<file path="config.mk">
export PLATFORM = sky130hd
export DESIGN_NAME = mem_port_arbiter
export DESIGN_NICKNAME = d
export VERILOG_FILES = /design/src/rtl/mem_port_arbiter_pkg.sv /design/src/rtl/mem_port_arbiter_arb2_pick.sv /design/src/rtl/mem_port_arbiter.sv
export SDC_FILE = /design/constraint.sdc
export NUM_CORES = 1
export LEC_CHECK = 0
export ABC_AREA = 0
export ABC_CLOCK_PERIOD_IN_PS = 1900
export CAP_MARGIN = 30
export CORE_MARGIN = 3
export CORE_UTILIZATION = 43
export CTS_BUF_LIST = sky130_fd_sc_hd__clkbuf_4
export CTS_CLUSTER_SIZE = 8
export DETAILED_ROUTE_END_ITERATION = 8
export GPL_TIMING_DRIVEN = 1
export MAX_ROUTING_LAYER = met4
export PLACE_DENSITY = 0.9
export SLEW_MARGIN = 10
export SYNTH_ARGS = -nofsm -noshare
export SYNTH_HDL_FRONTEND = slang
export SYNTH_SLANG_ARGS = --single-unit
</file>
<file path="constraint.sdc">
create_clock -name clk -period 1.9 [get_ports clk]
set_clock_uncertainty 0.05 [all_clocks]
set_input_delay 0.57 -clock clk [delete_from_list [all_inputs] [get_ports clk]]
set_output_delay 0.57 -clock clk [all_outputs]
set_load 0.05 [all_outputs]
</file>
<file path="src/rtl/mem_port_arbiter_pkg.sv">
// Shared definitions for the memory port arbiter: defaults, state encoding, port ids.
package mem_port_arbiter_pkg;

    localparam int ADDR_W_DEF = 12;
    localparam int DATA_W_DEF = 16;

    typedef enum logic [1:0] {
        ST_IDLE   = 2'd0,
        ST_ACCESS = 2'd1,
        ST_WAIT   = 2'd2,
        ST_DONE   = 2'd3
    } arb_state_e;

    // Port ids double as bit positions in the request/grant vectors.
    localparam logic PORT_F = 1'b0;
    localparam logic PORT_D = 1'b1;

    // Load value for the WAIT down-counter: terminal count 0 marks the last WAIT cycle.
    function automatic logic [2:0] wait_init(input int rd_lat);
        return 3'(rd_lat - 1);
    endfunction

endpackage

</file>
<file path="src/rtl/mem_port_arbiter_arb2_pick.sv">
// Two-way combinational picker: one-hot grant from {D, F} requests.
module arb2_pick
    import mem_port_arbiter_pkg::*;
(
    input  logic [1:0] req,
    input  logic       last,
    input  logic       rr_en,
    output logic [1:0] gnt
);

    // Single requester always wins; a tie goes to the port not granted last (RR) or to D.
    always_comb begin
        gnt = 2'b00;
        case (req)
            2'b01:   gnt = 2'b01;
            2'b10:   gnt = 2'b10;
            2'b11:   gnt = (rr_en && (last == PORT_D)) ? 2'b01 : 2'b10;
            default: gnt = 2'b00;
        endcase
    end

endmodule

</file>
<file path="src/rtl/mem_port_arbiter.sv">
// Serialises fetch (F) and data (D) accesses onto the single-port main memory.
//
//  state  | meaning
//  IDLE   | waiting for a request; winner's address/we/wdata latched on exit
//  ACCESS | single mem_en cycle, grant pulse to the winner
//  WAIT   | reads only: RD_LAT cycles, read data captured in the last one
//  DONE   | done pulse to the winner
module mem_port_arbiter
    import mem_port_arbiter_pkg::*;
#(
    parameter int ADDR_W = ADDR_W_DEF,
    parameter int DATA_W = DATA_W_DEF,
    parameter int RD_LAT = 1,
    parameter int RR_EN  = 1
) (
    input  logic              clk,
    input  logic              reset_n,
    input  logic              f_req,
    input  logic [ADDR_W-1:0] f_addr,
    output logic              f_gnt,
    output logic              f_done,
    output logic [DATA_W-1:0] f_rdata,
    input  logic              d_req,
    input  logic              d_we,
    input  logic [ADDR_W-1:0] d_addr,
    input  logic [DATA_W-1:0] d_wdata,
    output logic              d_gnt,
    output logic              d_done,
    output logic [DATA_W-1:0] d_rdata,
    output logic              mem_en,
    output logic              mem_we,
    output logic [ADDR_W-1:0] mem_addr,
    output logic [DATA_W-1:0] mem_wdata,
    input  logic [DATA_W-1:0] mem_rdata,
    output logic              busy
);

    localparam logic       RR_BIT    = (RR_EN != 0);
    localparam logic [2:0] CNT_START = wait_init(RD_LAT);

    arb_state_e        state_q, state_d;
    logic              last_gnt_q, last_gnt_d;
    logic              win_q, win_d;
    logic              we_q, we_d;
    logic [ADDR_W-1:0] addr_q, addr_d;
    logic [DATA_W-1:0] wdata_q, wdata_d;
    logic [2:0]        cnt_q, cnt_d;
    logic [DATA_W-1:0] f_rdata_q, f_rdata_d;
    logic [DATA_W-1:0] d_rdata_q, d_rdata_d;
    logic [1:0]        pick_gnt;

    arb2_pick u_pick (
        .req   ({d_req, f_req}),
        .last  (last_gnt_q),
        .rr_en (RR_BIT),
        .gnt   (pick_gnt)
    );

    // State and datapath registers; reset abandons any transaction in flight.
    always_ff @(posedge clk) begin
        if (!reset_n) begin
            state_q    <= ST_IDLE;
            last_gnt_q <= PORT_D;
            win_q      <= PORT_F;
            we_q       <= 1'b0;
            addr_q     <= '0;
            wdata_q    <= '0;
            cnt_q      <= '0;
            f_rdata_q  <= '0;
            d_rdata_q  <= '0;
        end else begin
            state_q    <= state_d;
            last_gnt_q <= last_gnt_d;
            win_q      <= win_d;
            we_q       <= we_d;
            addr_q     <= addr_d;
            wdata_q    <= wdata_d;
            cnt_q      <= cnt_d;
            f_rdata_q  <= f_rdata_d;
            d_rdata_q  <= d_rdata_d;
        end
    end

    // Next state: requests are only looked at in IDLE.
    always_comb begin
        state_d = state_q;
        case (state_q)
            ST_IDLE:   if (|pick_gnt) state_d = ST_ACCESS;
            ST_ACCESS: state_d = we_q ? ST_DONE : ST_WAIT;
            ST_WAIT:   if (cnt_q == 3'd0) state_d = ST_DONE;
            ST_DONE:   state_d = ST_IDLE;
            default:   state_d = ST_IDLE;
        endcase
    end

    // Request latch, latency counter and read-data capture into the winner's register only.
    always_comb begin
        last_gnt_d = last_gnt_q;
        win_d      = win_q;
        we_d       = we_q;
        addr_d     = addr_q;
        wdata_d    = wdata_q;
        cnt_d      = cnt_q;
        f_rdata_d  = f_rdata_q;
        d_rdata_d  = d_rdata_q;
        case (state_q)
            ST_IDLE: begin
                if (|pick_gnt) begin
                    win_d      = pick_gnt[1];
                    last_gnt_d = pick_gnt[1];
                    if (pick_gnt[1]) begin
                        we_d    = d_we;
                        addr_d  = d_addr;
                        wdata_d = d_wdata;
                    end else begin
                        we_d    = 1'b0;
                        addr_d  = f_addr;
                        wdata_d = '0;
                    end
                end
            end
            ST_ACCESS: cnt_d = CNT_START;
            ST_WAIT: begin
                if (cnt_q == 3'd0) begin
                    if (win_q == PORT_D) d_rdata_d = mem_rdata;
                    else                 f_rdata_d = mem_rdata;
                end else begin
                    cnt_d = cnt_q - 3'd1;
                end
            end
            default: ;
        endcase
    end

    // Moore outputs; the memory bus is forced to zero outside the ACCESS cycle.
    always_comb begin
        mem_en    = (state_q == ST_ACCESS);
        mem_we    = mem_en & we_q;
        mem_addr  = mem_en ? addr_q  : '0;
        mem_wdata = mem_en ? wdata_q : '0;
        f_gnt     = mem_en & (win_q == PORT_F);
        d_gnt     = mem_en & (win_q == PORT_D);
        f_done    = (state_q == ST_DONE) & (win_q == PORT_F);
        d_done    = (state_q == ST_DONE) & (win_q == PORT_D);
        busy      = (state_q != ST_IDLE);
        f_rdata   = f_rdata_q;
        d_rdata   = d_rdata_q;
    end

endmodule

</file>
==> metrics.txt <==
Crit. End Element=primary output; total CTS buffers=9; vias=2,873; final setup vio count=35; grt total ovfl=0; Post-DP HPWL=6210 um; GRT Total Usage=0.238; register area share after synthesis=0.487; Peak VDD IR=0.817 mV; hold depth=2; RePlAce Congestion=0.833; wire per inst=16.0 um; share of post-route cells with drive strength above 1=0.349; die width=86.6 um; top cells by area, synth=dfxtp_1, nand2_1, and2_1; ys flop type=dfxtp_1; Post-Syn Instances=330; largest net degree at the start of global routing=38; final wirelength=8860 um; post-synth cell types=35; CTS root buf=clkbuf_4; relative slew slack=0.749; CP top delay family=flip-flops; number of remaining DRC errors=0; H-tree depth=3; Reg2Reg Depth=10; Final Max Tran Viols=0; Tcrit/Tclk final=1.11; CTS tree=built; status=finished, violations left; vias per inst=5.19; CP max FO=8; yosys warns=0; worst-path cell chain=ha_4 -> buf_12 -> nor2b_4 -> buf_12; syn_nets=398; maximum clock rate=0.472 GHz; io pins=128; Syn Std Cell Area=2790 um2; Die Y=86.6 um; Fin. Hold Viols=0; number of synthesized flops with an enable pin=0; RSZ-0062 raised after global routing=true; max_cap viols=0; diode count=0; port buffer count=127; TritonCTS Sinks=68; CP arrival=1.50 ns; syn_area_per_cell=8.46 um2; number of global-route vias before repair=2,863; failing checks=setup timing; ys async rst share=0; clk buf depth=2; cell mode on critical path=buf_12; Hold Crit Class=flop to flop; WP depth=4; area leader, netlist=dfxtp_1; Crit path largest cell delay=0.41 ns; crit path max-delay cell type=dfxtp_4; DR iter-0 viols=135; worst skew pair latency=0.41 ns; total iterations of the first detailed-routing run=4; CP startpoint kind=flop; Critical Path RT=1.28 ns; worst hold margin=0.415 ns; fin nets=542; core area=6100 um2; global-route wire length before repair=13,400 um; Starting Density=0.458; initial antenna violation count=0; Power, Total=6.17 mW; Seq cells post-synth=68; Buf+Inv Stages, Crit Path=2; synth-to-layout area growth=77.1%; cell area power density=1250 nW/um2; die area=7500 um2; min Tclk post-route=2.12 ns; CP Class=flop to primary output; Core Rows=28; clk slew on worst S/H paths=0.13 ns; final worst setup slack=-0.218 ns; Lkg Pwr=2.01 nW; Hold Buf Count CTS=0; Post-DRT Antenna Nets=0; share of the synthesized area in the top cell type=0.487; Tightest Pin Transition=0.377 ns
cell families (layout without fill, tap and decap cells):
kind of cell | after synthesis | in the layout | synth area share
mux | 1 | 1 | 0.00358
simple gates | 143 | 143 | 0.239
buf+inv | 27 | 176 | 0.0444
compound gates | 84 | 84 | 0.194
fa+ha+maj | 7 | 7 | 0.0314
flops | 68 | 68 | 0.487
metal layers:
layer,global-route usage,share of wire,vias to the layer above
li1,-,-,1399
met1,0.250,0.37,1347
met2,0.429,0.54,112
met3,0.0561,0.076,15
met4,0.0892,0.017,0
met5,-,0,-
worst paths after layout:
path                                            endpoint                     start  slack (ns)
worst min register to register  d_rdata[10]$_SDFFE_PN0P_  d_rdata[10]$_SDFFE_PN0P_        0.41
worst min-delay path            d_rdata[10]$_SDFFE_PN0P_  d_rdata[10]$_SDFFE_PN0P_        0.41
worst max-delay path                               f_gnt   state_q[0]$_SDFFE_PN0P_       -0.22
worst max register to register    addr_q[2]$_SDFFE_PN0P_   state_q[1]$_SDFFE_PN0P_        0.09
metrics by stage:
stage               TNS [ns]  std cells   util  setup slack, ns  cell area (um2)
finish                 -6.70        554  0.811           -0.218             4950
CTS                    -6.30        549  0.799           -0.211             4870
floorplan                  0        330      -           0.0223             2850
detailed placement     -5.57        526  0.743           -0.320             4530
global placement       -3.80        526  0.743           -0.231             4530
global route           -8.15        554  0.811           -0.259             4950
state kept, by name (all words and copies together), names as in the netlist:
name	count
f_rdata	16
addr_q	12
cnt_q	3
last_gnt_q	1
we_q	1
d_rdata	16
win_q	1
wdata_q	16
state_q	2
cells in the final DEF (no fill, tap or decap), drive strengths merged, types with 2 or more instances in the layout:
cell,synthesis,final
nand3,4,4
inv,7,8
clkdlybuf4s50,0,60
and2,31,31
nand2,93,93
bufinv,0,3
o21ai,12,12
dfxtp,68,68
nor3,2,2
a22o,17,17
clkinv,0,2
nor2b,2,2
buf,11,93
clkbuf,9,9
nand2b,3,3
nor2,2,2
ha,7,7
o21a,2,2
a21oi,35,35
or2,3,3
a31oi,12,12
power by group:
part,switching (mW),internal (mW)
registers,0.160,1.67
logic,1.62,1.47
clock network,0.565,0.675
total,2.35,3.82
final cells by class:
| class | instances | area, um2 |
|---|---|---|
| Tap cell | 75 | 93.8 |
| Inverter | 7 | 28.8 |
| Sequential cell | 68 | 1370 |
| Clock inverter | 7 | 124 |
| Fill cell | 379 | 1150 |
| Multi-Input combinational cell | 235 | 1440 |
| Timing Repair Buffer | 153 | 1830 |
| Clock buffer | 9 | 67.6 |
tightest hold or removal path: stages, from the launching register on:
cell and delay (ns):
dfxtp_1 0.33, nand2_1 0.05, a21oi_1 0.05
synthesized netlist by cell type (all sizes together) (4+ instances only):
master and number:
a22o 17, dfxtp 68, o21ai 12, nand3 4
ha 7, and2 31, a21oi 35, a31oi 12
inv 7, clkbuf 9, nand2 93, buf 11
timing repair:
item,in CTS,in global routing
setup buffers,6,5
cloned,1,0
pin swaps,24,1
endpoints found under the setup margin,35,77
resized for setup,40,13
Note: power is estimated with default switching activity, not from simulation.
